<file path="config.mk">
export PLATFORM = sky130hd
export DESIGN_NAME = cc_packet_tx
export DESIGN_NICKNAME = d
export VERILOG_FILES = /design/src/rtl/cc_pkg.sv /design/src/rtl/cc_byte_ser.sv /design/src/rtl/cc_packet_tx.sv
export SDC_FILE = /design/constraint.sdc
export NUM_CORES = 1
export LEC_CHECK = 0
export CAP_MARGIN = 30
export CELL_PAD_IN_SITES_DETAIL_PLACEMENT = 1
export CELL_PAD_IN_SITES_GLOBAL_PLACEMENT = 1
export CORE_MARGIN = 4
export CORE_UTILIZATION = 47
export DETAILED_ROUTE_END_ITERATION = 6
export GPL_TIMING_DRIVEN = 0
export HOLD_SLACK_MARGIN = 0.15
export PLACE_DENSITY_LB_ADDON = 0.12
export REMOVE_ABC_BUFFERS = 1
export SKIP_CTS_REPAIR_TIMING = 1
export SLEW_MARGIN = 20
export SYNTH_ARGS = -nofsm -noshare
export SYNTH_HDL_FRONTEND = slang
export SYNTH_SLANG_ARGS = --single-unit
</file>
<file path="constraint.sdc">
create_clock -name clock -period 6.2 [get_ports clock]
set_clock_uncertainty 0.15 [all_clocks]
set_input_delay 0.62 -clock clock [delete_from_list [all_inputs] [get_ports clock]]
set_output_delay 0.62 -clock clock [all_outputs]
set_load 0.02 [all_outputs]
</file>
<file path="src/rtl/cc_pkg.sv">
// Shared constants and packet FSM state encoding for the packet transmitter.
package cc_pkg;

  // Width of the frame RAM byte address.
  localparam int ADDR_W = 12;

  // Two-byte preamble that lets the receiver find the start of a packet.
  localparam logic [7:0] SYNC0 = 8'hFF;
  localparam logic [7:0] SYNC1 = 8'h00;

  // Packet sequencer states, in transmission order.
  typedef enum logic [2:0] {
    ST_IDLE    = 3'd0,
    ST_SYNC0   = 3'd1,
    ST_SYNC1   = 3'd2,
    ST_SEQ     = 3'd3,
    ST_PAYLOAD = 3'd4,
    ST_CSUM    = 3'd5,
    ST_DONE    = 3'd6
  } state_t;

endpackage

</file>
<file path="src/rtl/cc_byte_ser.sv">
// UART 8N1 byte serializer: start bit, 8 data bits LSB first, stop bit,
// each bit held for BAUD_DIV clocks. The line idles high.
//
// Handshake: 'load' is a one-clock strobe that captures 'value' and starts
// the start bit on the next clock. The owner may pulse 'load' while the
// serializer is idle, or in the same clock that 'byte_end' is high (the last
// clock of the stop bit), which gives back-to-back bytes with no idle gap.
// 'byte_end' is a combinational one-clock pulse.
module cc_byte_ser #(
  parameter int BAUD_DIV = 16
) (
  input  logic       clock,
  input  logic       reset,
  input  logic       load,
  input  logic [7:0] value,
  output logic       tx,
  output logic       byte_end
);

  localparam int CW = (BAUD_DIV > 2) ? $clog2(BAUD_DIV) : 1;
  localparam logic [CW-1:0] BAUD_LAST = CW'(BAUD_DIV - 1);

  logic [CW-1:0] baud_cnt;
  logic [3:0]    bit_idx;   // 0 = start, 1..8 = data, 9 = stop
  logic [7:0]    shreg;
  logic          running;

  assign byte_end = running && (baud_cnt == BAUD_LAST) && (bit_idx == 4'd9);

  // Bit timing and line drive; a load always restarts at a fresh start bit.
  always_ff @(posedge clock) begin
    if (!reset) begin
      tx       <= 1'b1;
      running  <= 1'b0;
      baud_cnt <= '0;
      bit_idx  <= '0;
      shreg    <= '0;
    end else if (load) begin
      tx       <= 1'b0;
      running  <= 1'b1;
      baud_cnt <= '0;
      bit_idx  <= '0;
      shreg    <= value;
    end else if (running) begin
      if (baud_cnt == BAUD_LAST) begin
        baud_cnt <= '0;
        if (bit_idx == 4'd9) begin
          running <= 1'b0;
          tx      <= 1'b1;
        end else begin
          bit_idx <= bit_idx + 4'd1;
          if (bit_idx == 4'd8) tx <= 1'b1;
          else                 tx <= shreg[bit_idx[2:0]];
        end
      end else begin
        baud_cnt <= baud_cnt + CW'(1);
      end
    end
  end

endmodule

</file>
<file path="src/rtl/cc_packet_tx.sv">
// Packet transmitter: on a RDY rising edge sends SYNC0, SYNC1, SEQ, the
// payload bytes read from the frame RAM, then an 8-bit additive checksum,
// all back to back over a UART 8N1 line.
module cc_packet_tx import cc_pkg::*; #(
  parameter int PKT_BYTES = 2048,
  parameter int BAUD_DIV  = 16
) (
  input  logic              clock,
  input  logic              reset,
  input  logic              RDY,
  output logic [ADDR_W-1:0] rdaddress,
  input  logic [7:0]        data,
  output logic              tx,
  output logic              busy,
  output logic              done,
  output logic              overrun,
  output state_t            fsm_state
);

  localparam logic [ADDR_W-1:0] LAST = ADDR_W'(PKT_BYTES - 1);

  state_t            state;
  state_t            state_next;
  logic              rdy_q;
  logic              rdy_edge;
  logic              ser_load;
  logic [7:0]        ser_value;
  logic              byte_end;
  logic [7:0]        seq;
  logic [7:0]        csum;
  logic [ADDR_W-1:0] byte_cnt;   // index of the payload byte on the line
  logic              last_byte;

  assign rdy_edge  = RDY && !rdy_q;
  assign last_byte = (byte_cnt == LAST);
  assign busy      = (state != ST_IDLE) && (state != ST_DONE);
  assign done      = (state == ST_DONE);
  assign fsm_state = state;

  cc_byte_ser #(.BAUD_DIV(BAUD_DIV)) u_ser (
    .clock    (clock),
    .reset    (reset),
    .load     (ser_load),
    .value    (ser_value),
    .tx       (tx),
    .byte_end (byte_end)
  );

  // Packet state register.
  always_ff @(posedge clock) begin
    if (!reset) state <= ST_IDLE;
    else        state <= state_next;
  end

  // Next state and the byte handed to the serializer at each byte boundary.
  always_comb begin
    state_next = state;
    ser_load   = 1'b0;
    ser_value  = SYNC0;
    case (state)
      ST_IDLE: begin
        if (rdy_edge) begin
          ser_load   = 1'b1;
          ser_value  = SYNC0;
          state_next = ST_SYNC0;
        end
      end
      ST_SYNC0: begin
        if (byte_end) begin
          ser_load   = 1'b1;
          ser_value  = SYNC1;
          state_next = ST_SYNC1;
        end
      end
      ST_SYNC1: begin
        if (byte_end) begin
          ser_load   = 1'b1;
          ser_value  = seq;
          state_next = ST_SEQ;
        end
      end
      ST_SEQ: begin
        if (byte_end) begin
          ser_load   = 1'b1;
          ser_value  = data;
          state_next = ST_PAYLOAD;
        end
      end
      ST_PAYLOAD: begin
        if (byte_end) begin
          ser_load = 1'b1;
          if (last_byte) begin
            ser_value  = csum;
            state_next = ST_CSUM;
          end else begin
            ser_value  = data;
          end
        end
      end
      ST_CSUM: begin
        if (byte_end) state_next = ST_DONE;
      end
      ST_DONE: state_next = ST_IDLE;
      default: state_next = ST_IDLE;
    endcase
  end

  // RDY edge register, sequence number, checksum, RAM address prefetch and
  // the sticky overrun flag. The RAM address always runs one byte ahead of
  // the byte being loaded and saturates on the final payload address.
  always_ff @(posedge clock) begin
    if (!reset) begin
      rdy_q     <= RDY;
      seq       <= '0;
      csum      <= '0;
      byte_cnt  <= '0;
      rdaddress <= '0;
      overrun   <= 1'b0;
    end else begin
      rdy_q <= RDY;
      if (rdy_edge && (state != ST_IDLE)) overrun <= 1'b1;
      case (state)
        ST_IDLE: begin
          if (rdy_edge) begin
            csum     <= '0;
            byte_cnt <= '0;
          end
        end
        ST_SEQ: begin
          if (byte_end) begin
            csum     <= data;
            byte_cnt <= '0;
            if (rdaddress != LAST) rdaddress <= rdaddress + ADDR_W'(1);
          end
        end
        ST_PAYLOAD: begin
          if (byte_end && !last_byte) begin
            csum     <= csum + data;
            byte_cnt <= byte_cnt + ADDR_W'(1);
            if (rdaddress != LAST) rdaddress <= rdaddress + ADDR_W'(1);
          end
        end
        ST_CSUM: begin
          if (byte_end) seq <= seq + 8'd1;
        end
        ST_DONE: begin
          rdaddress <= '0;
          byte_cnt  <= '0;
        end
        default: ;
      endcase
    end
  end

endmodule

</file>
* After elaboration in Yosys (flattened, before gate mapping)
Index checks and enable logic that the tools add are counted.
** Storage, ports and cells
- Output and inout bits :: 19
- Word-level logic and storage cells :: 106
- Register bits after elaboration :: 63
- Bits of input ports :: 11
** Operators by class
- Magnitude comparators :: 1
- Bitwise gates (word level) :: 2
- Multiplexer cells :: 41
- Eq/ne operators :: 20
- Add/subtract/negate cells :: 6
- Reduce and logical (&&, ||, !) cells :: 24
** Operators with widths (count)
- 2-to-1 mux 12 bit :: 6
- 2-to-1 mux 8 bit :: 8
- one-hot mux 12 bit (4 select lines) :: 1
- one-hot mux 12 bit (3 select lines) :: 1
- one-hot mux 8 bit (4 select lines) :: 1
- adder 12 x 1 -> 12 bit (second input constant) :: 2
- one-hot mux 8 bit (3 select lines) :: 1
- 2-to-1 mux 3 bit :: 7
- one-hot mux 3 bit (6 select lines) :: 1
- != test 2 bit (second input constant) :: 8
- equality test 12 x 11 -> 1 bit (second input constant) :: 1
- equality test 4 bit (second input constant) :: 3
- 2-to-1 mux 1 bit :: 12
- != test 12 x 11 -> 1 bit (second input constant) :: 1
- equality test 3 bit (second input constant) :: 3
- nonzero test 3 bit :: 3
- adder 4 x 1 -> 4 bit (second input constant) :: 2
- adder 8 x 1 -> 8 bit (second input constant) :: 1
- adder 8 bit :: 1
- AND reduction 4 bit :: 2
- AND reduction 7 bit :: 1
- equality test 3 x 2 -> 1 bit (second input constant) :: 2
- logical AND 1 bit :: 6
- AND reduction 3 bit :: 2
- 14 further kinds :: 18

* Longest topological paths before layout
Gate-level depths: netlist (run 1).
- Depth after elaboration :: 7
- Mapped depth :: 9
- Depth with buffers taken out :: 9

* By module
Synthesis (run 1) repeated with hierarchy kept, for this count alone.
** Unflattened totals
- Cells, all modules :: 451
- Area total of the unflattened synthesis :: 3829.9 um2
** By module, submodules not included
- cc_packet_tx :: cells an instance 362, times used 1, seq. area each 900.9 um2, area each 2977.9 um2
- cc_byte_ser :: cells an instance 89, times used 1, seq. area each 360.3 um2, area each 852.1 um2

* Worst setup path after synthesis (run 1)
Ideal clock, no wire load.
- Path kind :: input -> register
- Start :: input port data[1]
- End :: register csum[7]
- Buffers on the path :: 0
- Arrival time :: 2040 ps
- Path slack :: 3929 ps
- Stages on the path :: 7
- Required time :: 5969 ps
- Setup time :: 81 ps
- Path through :: ha_1 a211oi_1 o21ai_0 a31oi_1 xor2_1 or3_1 a41oi_1
** On the way
- Cells in the longest elaborated chain, start to end :: 3
** RTL lines
- start: declaration :: RTL line cc_packet_tx.sv:12 : input logic [7:0] data,
- adder 8 bit :: RTL line cc_packet_tx.sv:138 : csum <= csum + data;
- 2-to-1 mux 8 bit :: RTL line cc_packet_tx.sv:137 : if (byte_end && !last_byte) begin
- one-hot mux 8 bit (3 select lines) :: RTL line cc_packet_tx.sv:122 : case (state)
- end signal: assignment :: RTL line cc_packet_tx.sv:131 : csum <= data;
- end signal: assignment :: RTL line cc_packet_tx.sv:138
- end: declaration :: RTL line cc_packet_tx.sv:30 : logic [7:0] csum;
No other way between the ends. The select of a mux whose other input is x is not followed.
A chain may end at the register's enable or synchronous reset.

* Worst setup path in the final report (run 1)
- Start :: register state[1] (netlist: fsm_state[1])
- End :: output port busy
** On the way
- Cells in the longest elaborated chain, start to end :: 2
- Elaborated cells on any way between the ends :: 3
- Those cells by class :: 1 x eq/ne; 2 x reduce/logical
** RTL lines
- start: declaration :: RTL line cc_packet_tx.sv:22 : state_t state;
- start signal: assignment :: RTL line cc_packet_tx.sv:52 : else state <= state_next;
- != test 3 bit / nonzero test 3 bit (equally long branches) :: RTL line cc_packet_tx.sv:36 : assign busy = (state != ST_IDLE) && (state != ST_DONE);
- logical AND 1 bit (*) :: RTL line cc_packet_tx.sv:36
- end: declaration :: RTL line cc_packet_tx.sv:14 : output logic busy,
Mark *: on every way between the ends. The rest lies on a longest branch, timed or not.

==> results_dict.tcl, run 1 <==
set metrics [dict create \
    port_buffers 29 \
    gp_congestion 0.824 \
    cp.required_ns 5.43 \
    dp_slack_ns 3.04 \
    worst_pin_slew_ns 0.937 \
    rr_startpoint "fsm_state[0]$_SDFFE_PN0P_" \
    syn2layout_area_growth_pct 15.3 \
    r2r_cells 6 \
    rows 31 \
    whs_path_depth 2 \
    worstHoldStart "overrun$_SDFFE_PN0P_" \
    p_sw_uw 204 \
    arrival_ns 2.24 \
    drc_errors 0 \
    combPwrFrac_pct 8.1 \
    cts_tree "done" \
    p_int_uw 695 \
    diodes 0 \
    r2r_slack_ns 3.21 \
    slowest_stage "dfxtp_1" \
    dieArea_um2 9000 \
    cts_sinks 63 \
    core-area_um2 7290 \
    drive_above_1_share_pct 7.35 \
    swShare_pct 22.7 \
    seq_area_frac_synth_pct 35.5 \
    clkTransAtPathRegs_ns 0.07 \
    io_pins 30 \
    rsz0062_at_grt "false" \
    synth_cell_types 54 \
    antenna_found_initial 0 \
    dieHeight_um 94.9 \
    syn_area_um2 3550 \
    design_power_total_uw 899 \
    synth.ff_latch_count 63 \
    timing.max_slew.rel_slack_pct 37.3 \
    start_util_pct 48.7 \
    synth_edf_count 0 \
    h-tree-depth 3 \
    p_per_area_nw_per_um2 220 \
    status "finished clean" \
    path_cells "nor2b_1 > or3_1 > clkdlybuf4s50_1" \
    clock_power_share_pct 44.6 \
    synthCells 425 \
    num_vias 3150 \
    critPathMaxStageDelay_ns 0.78 \
    startpoint_type "flip-flop" \
    numCtsBuffers 9 \
    fin_crit_sh_pct 48.6 \
    synth-main-ff-cell "dfxtp_1" \
    leakage_uw 0.00140 \
    critical_path_buf_inv_count 1 \
    cap_viol_max_count 0 \
    grtUsageTotal_pct 20.7 \
    ctsLongestPathBuffers 2 \
    max_freq_mhz 332 \
    worst_r2r_endpoint "rdaddress[0]$_SDFFE_PN0P_" \
    setup_viol 0 \
    final_nets 470 \
    end_kind "output pin" \
    grt_overflow 0 \
    grt_max_degree 28 \
    route.antenna.remaining_nets 0 \
    cpLargestDelayFamily "flip-flops" \
    holdPathEnd "overrun$_SDFFE_PN0P_" \
    report.final.slew_viol_count 0 \
    avgSynthCellArea_um2 8.35 \
    cp_max_fo 20 \
    p_seq_share_pct 47.4 \
    hold_viol 0 \
    drt-vias-per-instance 5.75 \
    routed_wl_um 8890 \
    wl_per_cell_um 16.2 \
    grt_pass1_vias 3148 \
    crit_type "reg -> out" \
    ys_warn_count 0 \
    min-delay-path-class "reg -> reg" \
    dpl.hpwl_um 6260 \
    async_flop_share_pct 0 \
    grt_pass1_wl_um 14800 \
    dieWidth_um 94.9 \
    drt_iter0_drc 146 \
    min_period_ns 3.01 \
    drt-pass1-iter-count 4 \
    layout_setup_ws_ns 3.19 \
    ir_drop_mv 0.179 \
    cts_root_buf "clkbuf_8" \
    timing.setup.tns_ns 0 \
    clock_latency_ns 0.34 \
]
[registers in the layout, indices dropped and copies added, names as in the netlist, 3 cells and up]
signal and count:
u_ser.shreg 8, u_ser.bit_idx 4, byte_cnt 12, csum 8, u_ser.baud_cnt 4, seq 8
fsm_state 3, rdaddress 12
[cells in the mapped netlist (2+ instances only)]
| cell | number | share of area (%) |
|---|---|---|
| a211oi_1 | 7 | 1.5 |
| nand3_1 | 25 | 3.5 |
| and2_1 | 3 | 0.53 |
| inv_1 | 10 | 1.1 |
| nand4_1 | 12 | 2.1 |
| nand2b_1 | 5 | 0.88 |
| a211oi_2 | 6 | 2.1 |
| dfxtp_1 | 63 | 36 |
| nand3b_1 | 2 | 0.42 |
| nand2_1 | 27 | 2.9 |
| mux2i_1 | 2 | 0.56 |
| clkbuf_1 | 11 | 1.2 |
| nor3b_1 | 2 | 0.42 |
| nor3_1 | 5 | 0.71 |
| a31oi_1 | 11 | 1.9 |
| a21oi_1 | 19 | 2.7 |
| nor2_1 | 61 | 6.5 |
| xor2_1 | 19 | 4.7 |
| mux2_2 | 2 | 0.63 |
| xnor2_1 | 16 | 3.9 |
| o21a_1 | 2 | 0.42 |
| or3_1 | 5 | 0.88 |
| and4_1 | 3 | 0.74 |
| and3b_1 | 3 | 0.74 |
| ha_1 | 14 | 4.9 |
| nor2b_1 | 4 | 0.71 |
| o221ai_1 | 7 | 1.7 |
| and3_1 | 6 | 1.1 |
| buf_2 | 7 | 0.99 |
| o21ai_0 | 38 | 5.4 |
| mux4_2 | 2 | 1.3 |
| a22oi_1 | 3 | 0.63 |
| buf_1 | 2 | 0.21 |
[kinds of logic (layout without fill, tap and decap cells)]
kind of cell	count (synthesis)	count (layout)	synth area share, %
AND/OR/NAND/NOR	170	170	24.2
AO/OA/AOI/OAI	104	104	19.7
flip-flops	63	63	35.5
XOR/XNOR	35	35	8.64
buffers and inverters	32	56	3.95
adder cells (fa/ha/maj)	15	15	5.50
multiplexers	6	6	2.47
[layout make-up]
cell class	instances	area, um2
Clock inverter	3	65.1
Fill cell	893	3200
Tap cell	99	124
Multi-Input combinational cell	330	2150
Timing Repair Buffer	30	298
Sequential cell	63	1260
Inverter	10	37.5
Clock buffer	13	159
[worst max-delay path by stage]
stage,endpoint,from,cells after the start
3_3_place_gp,csum[7]$_SDFFE_PN0P_,data[1],8
3_5_place_dp,csum[7]$_SDFFE_PN0P_,data[1],8
4_1_cts,busy,fsm_state[1]$_SDFFE_PN0P_,3
6_report,busy,fsm_state[1]$_SDFFE_PN0P_,3
5_1_grt,rdaddress[0]$_SDFFE_PN0P_,fsm_state[0]$_SDFFE_PN0P_,6
2_1_floorplan,rdaddress[0]$_SDFFE_PN0P_,u_ser.bit_idx[0]$_SDFFE_PP0P_,7
[through the flow]
step	hold WS, ns	area, um2	util (%)	std cells
2_1_floorplan	0.311	3450	-	403
3_3_place_gp	0.307	3860	52.9	531
3_5_place_dp	0.332	3870	53.0	532
4_1_cts	0.351	4090	56.1	548
5_1_grt	0.372	4090	56.1	548
6_report	0.340	4090	56.1	548
[per-layer routing]
metal,track usage (%),part of all wire (%)
met1,26.3,47
met3,4.14,3.3
met4,7.21,1.3
met5,0,0
met2,34.9,48
[layout by cell type (no fill, tap or decap), drive strengths merged, types with 2 or more instances in the layout]
| cell | n |
|---|---|
| or3 | 6 |
| mux4 | 2 |
| nand2 | 28 |
| a21oi | 20 |
| ha | 14 |
| a211oi | 13 |
| nand4 | 12 |
| a31oi | 11 |
| inv | 10 |
| a22oi | 3 |
| nand3b | 2 |
| nor2 | 61 |
| nand2b | 5 |
| dfxtp | 63 |
| nand3 | 25 |
| bufinv | 2 |
| nor3 | 5 |
| o21a | 2 |
| xor2 | 19 |
| and2 | 3 |
| nor2b | 4 |
| clkdlybuf4s50 | 29 |
| o21ai | 38 |
| clkbuf | 13 |
| and3 | 6 |
| and3b | 3 |
| mux2i | 2 |
| and4 | 4 |
| nor3b | 2 |
| mux2 | 2 |
| o221ai | 7 |
| xnor2 | 16 |
[worst reg2reg max path: stages (launching register included)]
cell	delay, ns
dfxtp_1	0.85
nor2_1	0.21
and2_1	0.46
o21ai_1	0.58
nand2_1	0.19
or3_1	0.36
a21oi_1	0.12
[power by group through the flow]
| stage | logic (uW) | registers (uW) | clock network (uW) |
|---|---|---|---|
| after floorplan | 45.5 | 433 | 0 |
| after global placement | 69.5 | 434 | 0 |
| after detailed placement | 72.8 | 435 | 0 |
| after CTS | 73.4 | 426 | 411 |
| after global routing | 82.0 | 428 | 427 |
| final | 72.6 | 426 | 401 |
Power figures use the tool's default switching activity.
==> run 2, diff against run 1 <==
CORE_UTILIZATION = 40   (was 47)
clock period = 2.67 ns   (was 6.2 ns; I/O delays follow)
==> run 2 against run 1 <==
Compared with the run above:
- sequential share of layout area shrank 0.085 points
- non-clock buffer count is 1 higher
- count of clock-buffer cells in the layout fell by 1
- register-to-register slack got worse by 3.1 ns
- first-iteration DRC count down 8.2%
- setup slack got worse by 3.1 ns
- cell count up 1.6%
==> results_dict.tcl, run 2 (synthesis results as in run 1) <==
set metrics [dict create \
    h-tree-depth 3 \
    drt_iter0_drc 134 \
    cp_max_fo 12 \
    crit_type "reg -> reg" \
    cap_viol_max_count 0 \
    cts_tree "done" \
    min_period_ns 2.55 \
    min-delay-path-class "in -> reg" \
    ctsLongestPathBuffers 2 \
    grt_overflow 0 \
    layout_commonest_cell "nor2_1" \
    hold_viol 0 \
    drt-pass1-iter-count 4 \
    port_buffers 29 \
    fillers 1066 \
    dieWidth_um 102 \
    report.final.slew_viol_count 0 \
    dieHeight_um 102 \
    max_freq_mhz 392 \
    route.antenna.remaining_nets 0 \
    status "finished clean" \
    wl_per_cell_um 16.5 \
    drt-vias-per-instance 5.64 \
    fin_crit_sh_pct 95.5 \
    multi_input_area_um2 2160 \
    cts_sinks 63 \
    critPathMaxStageDelay_ns 0.52 \
    rows 34 \
    clock_latency_ns 0.34 \
    gp_congestion 0.822 \
    core-area_um2 8680 \
    path_cells "inv_1 > ha_1 > and3b_1 > nand2_2 > or3_4 > a2111oi_4 > xnor2_1 > nor2_1" \
    io_pins 30 \
    cp.required_ns 2.74 \
    clkTransAtPathRegs_ns 0.07 \
    grt_max_degree 28 \
    dpl.hpwl_um 6500 \
    rsz0062_at_grt "false" \
    grt_pass1_wl_um 15800 \
    end_kind "flip-flop" \
    drive_above_1_share_pct 9.35 \
    worst_pin_slew_ns 0.735 \
    leakage_uw 0.00140 \
    drc_errors 0 \
    antenna_found_initial 0 \
    mostFrequentLayoutCells "nor2_1 (61), dfxtp_1 (59), o21ai_0 (37)" \
    startpoint_type "flip-flop" \
    numCtsBuffers 9 \
    start_util_pct 40.9 \
    diodes 0 \
    dieArea_um2 10400 \
    syn2layout_area_growth_pct 16.1 \
    whs_path_depth 1 \
    final_nets 471 \
    top_regs "byte_cnt (12), rdaddress (12)" \
    grtUsageTotal_pct 19.1 \
    whs_ns 0.297 \
    num_vias 3141 \
    grt_pass1_vias 3228 \
    seq_area_um2 1270 \
    timing.max_slew.rel_slack_pct 51.0 \
    timing.setup.tns_ns 0 \
    p_per_area_nw_per_um2 490 \
    setup_viol 0 \
    arrival_ns 2.61 \
    slowest_stage "or3_4" \
    routed_wl_um 9210 \
    r2r_cells 8 \
    ir_drop_mv 0.216 \
    cts_root_buf "clkbuf_8" \
]
==> run 2: layer usage <==
metal,routed length [um],vias up,global-route usage [%]
met2,4220,35,30.5
met3,244,7,3.96
met4,81,0,4.54
li1,-,1571,-
met5,0,-,0
met1,4660,1528,26.4
==> run 2: worst paths after layout <==
| kind | startpoint | to | slack, ns |
|---|---|---|---|
| min | RDY | rdy_q$_DFF_P_ | 0.30 |
| max | u_ser.bit_idx[1]$_SDFFE_PP0P_ | byte_cnt[10]$_SDFFE_PN0P_ | 0.12 |
| min reg2reg | overrun$_SDFFE_PN0P_ | overrun$_SDFFE_PN0P_ | 0.34 |
| max reg2reg | u_ser.bit_idx[1]$_SDFFE_PP0P_ | byte_cnt[10]$_SDFFE_PN0P_ | 0.12 |
==> run 2: where the power goes <==
group | internal (uW) | switching, uW | total (uW)
logic | 78.0 | 96.7 | 175
clock network | 476 | 380 | 857
registers | 964 | 24.9 | 989
==> run 2: final cells by class <==
cell class	instances	share of cell area, %
clock buffers	12	3.77
flip-flops and latches	63	30.7
multi-input cells	330	52.6
inverters	10	0.911
clock inverters	3	1.03
repair buffers	31	7.72
well taps	108	3.28
==> run 2: worst max-delay path, delay by kind of cell (launching register included) <==
kind | cells | cell delay (ns)
xor gates and xnor gates | 1 | 0.16
and+or+nand+nor | 4 | 1.02
DFF | 1 | 0.39
AOI/OAI and AO/OA | 1 | 0.39
adders and majority gates | 1 | 0.19
buffers and inverters | 1 | 0.13
==> run 2: per-stage QoR <==
stage | area (um2) | total power (uW) | setup slack [ns] | util, % | cells
6_report | 4120 | 2020 | 0.121 | 47.5 | 557
5_1_grt | 4120 | 2110 | 0.00957 | 47.5 | 557
4_1_cts | 4070 | 2030 | -0.261 | 46.9 | 555
3_5_place_dp | 3870 | 1180 | -0.223 | 44.6 | 540
3_3_place_gp | 3870 | 1170 | -0.444 | 44.6 | 540
2_1_floorplan | 3450 | 1110 | 0.169 | - | 403
==> run 3, diff against run 2 <==
CORE_MARGIN = unset   (was 4)
==> run 3 against run 2 <==
Compared with the run above:
- maximum frequency is 0.79% lower
- worst hold slack worse by 0.031 ns
- cell count is 0.54% lower
- power is 5.6% higher
- global-route usage is 2.4 points higher
- critical path depth stayed put
- largest power group unchanged
- highest routed layer unchanged
- via count is 1.6% lower
==> results_dict.tcl, run 3 (synthesis results as in run 1) <==
set metrics [dict create \
    top_regs "byte_cnt (12), rdaddress (12)" \
    fillers 1020 \
    timing.setup.tns_ns 0 \
    min_period_ns 2.57 \
    layout_setup_ws_ns 0.101 \
    end_kind "flip-flop" \
    cap_viol_max_count 0 \
    start_util_pct 42.3 \
    diodes 0 \
    clkTransAtPathRegs_ns 0.08 \
    gp_congestion 0.761 \
    grt_max_degree 28 \
    startpoint_type "flip-flop" \
    rsz0062_at_grt "false" \
    final_cell_area_um2 4150 \
    timing.max_slew.rel_slack_pct 53.3 \
    worst_pin_slew_ns 0.699 \
    dpl.hpwl_um 6550 \
    layout_commonest_cell "nor2_1" \
    hold_viol 0 \
    swShare_pct 24.3 \
    ctsLongestPathBuffers 2 \
    drt-vias-per-instance 5.58 \
    setup_viol 0 \
    h-tree-depth 3 \
    route.antenna.remaining_nets 0 \
    drt_iter0_drc 103 \
    p_int_uw 1610 \
    whs_ns 0.266 \
    port_buffers 29 \
    cts_tree "done" \
    max_freq_mhz 389 \
    report.final.slew_viol_count 0 \
    final_nets 470 \
    cp.required_ns 2.75 \
    drive_above_1_share_pct 9.58 \
    rows 33 \
    leakage_uw 0.00140 \
    cts_sinks 63 \
    antenna_found_initial 0 \
    arrival_ns 2.65 \
    grt_pass1_vias 3151 \
    core-area_um2 8380 \
    critPathMaxStageDelay_ns 0.51 \
    postLayoutCoreUtil_pct 49.5 \
    num_vias 3090 \
    crit_type "reg -> reg" \
    dp_slack_ns -0.269 \
    numCtsBuffers 9 \
    slowest_stage "or3_4" \
    cts_root_buf "clkbuf_8" \
    postPlaceCellArea_um2 3870 \
    p_seq_share_pct 46.4 \
    dieWidth_um 96.2 \
    fin_crit_sh_pct 96.2 \
    clock_power_share_pct 45.6 \
    status "finished clean" \
    io_pins 30 \
    cp_max_fo 12 \
    p_sw_uw 519 \
    drt-pass1-iter-count 4 \
    drc_errors 0 \
    mostFrequentLayoutCells "nor2_1 (60), dfxtp_1 (59), o21ai_0 (37)" \
    wl_per_cell_um 16.7 \
    grt_overflow 0 \
    p_per_area_nw_per_um2 515 \
    syn2layout_area_growth_pct 16.8 \
    dieArea_um2 9250 \
    ir_drop_mv 0.293 \
    min-delay-path-class "in -> reg" \
    routed_wl_um 9270 \
    combPwrFrac_pct 8.1 \
    grt_pass1_wl_um 15200 \
    path_cells "inv_1 > ha_1 > and3b_1 > nand2_2 > or3_4 > a2111oi_4 > xnor2_1 > nor2_1" \
    dieHeight_um 96.2 \
    clock_latency_ns 0.35 \
    grtUsageTotal_pct 21.4 \
]
-- run 3: through the flow --
stage | std cells | total power [uW]
finish | 554 | 2130
global placement | 537 | 1170
global route | 554 | 2210
detailed placement | 537 | 1180
CTS | 553 | 2150
floorplan | 403 | 1110
-- run 3: critical path, delay by kind of cell, from the launching register on --
family / cells / cell delay (ns)
adders and majority gates: 1 / 0.19
xor gates and xnor gates: 1 / 0.16
DFF: 1 / 0.40
buffers and inverters: 1 / 0.13
AOI/OAI and AO/OA: 1 / 0.39
and+or+nand+nor: 4 / 1.02
-- run 3: final timing paths --
| check | start | to | slack, ns | depth (start not counted) |
|---|---|---|---|---|
| worst min register to register | overrun$_SDFFE_PN0P_ | overrun$_SDFFE_PN0P_ | 0.35 | 2 |
| worst max register to register | u_ser.bit_idx[1]$_SDFFE_PP0P_ | byte_cnt[10]$_SDFFE_PN0P_ | 0.10 | 8 |
| worst max-delay path | u_ser.bit_idx[1]$_SDFFE_PP0P_ | byte_cnt[10]$_SDFFE_PN0P_ | 0.10 | 8 |
| worst min-delay path | RDY | rdy_q$_DFF_P_ | 0.27 | 1 |
-- run 3: power by group through the flow --
stage               Sequential (uW)  Combinational (uW)  Clock [uW]
finish                          989                 172         972
global route                    992                 195        1030
CTS                             988                 171         994
detailed placement             1010                 170           0
global placement               1010                 164           0
floorplan                      1000                 106           0
-- run 3: cell type report --
class | count | area [um2] | share of cell area (%)
multi-input cells | 330 | 2180 | 52.6
repair buffers | 30 | 298 | 7.18
inverters | 10 | 37.5 | 0.906
well taps | 105 | 131 | 3.17
clock inverters | 5 | 80.1 | 1.93
flip-flops and latches | 63 | 1270 | 30.6
clock buffers | 11 | 151 | 3.65
-- run 3: routing by layer --
layer | track usage (%) | part of all wire (%)
met3 | 5.13 | 4.4
met5 | 0 | 0
met1 | 28.4 | 48
met2 | 34.6 | 46
met4 | 5.85 | 0.89
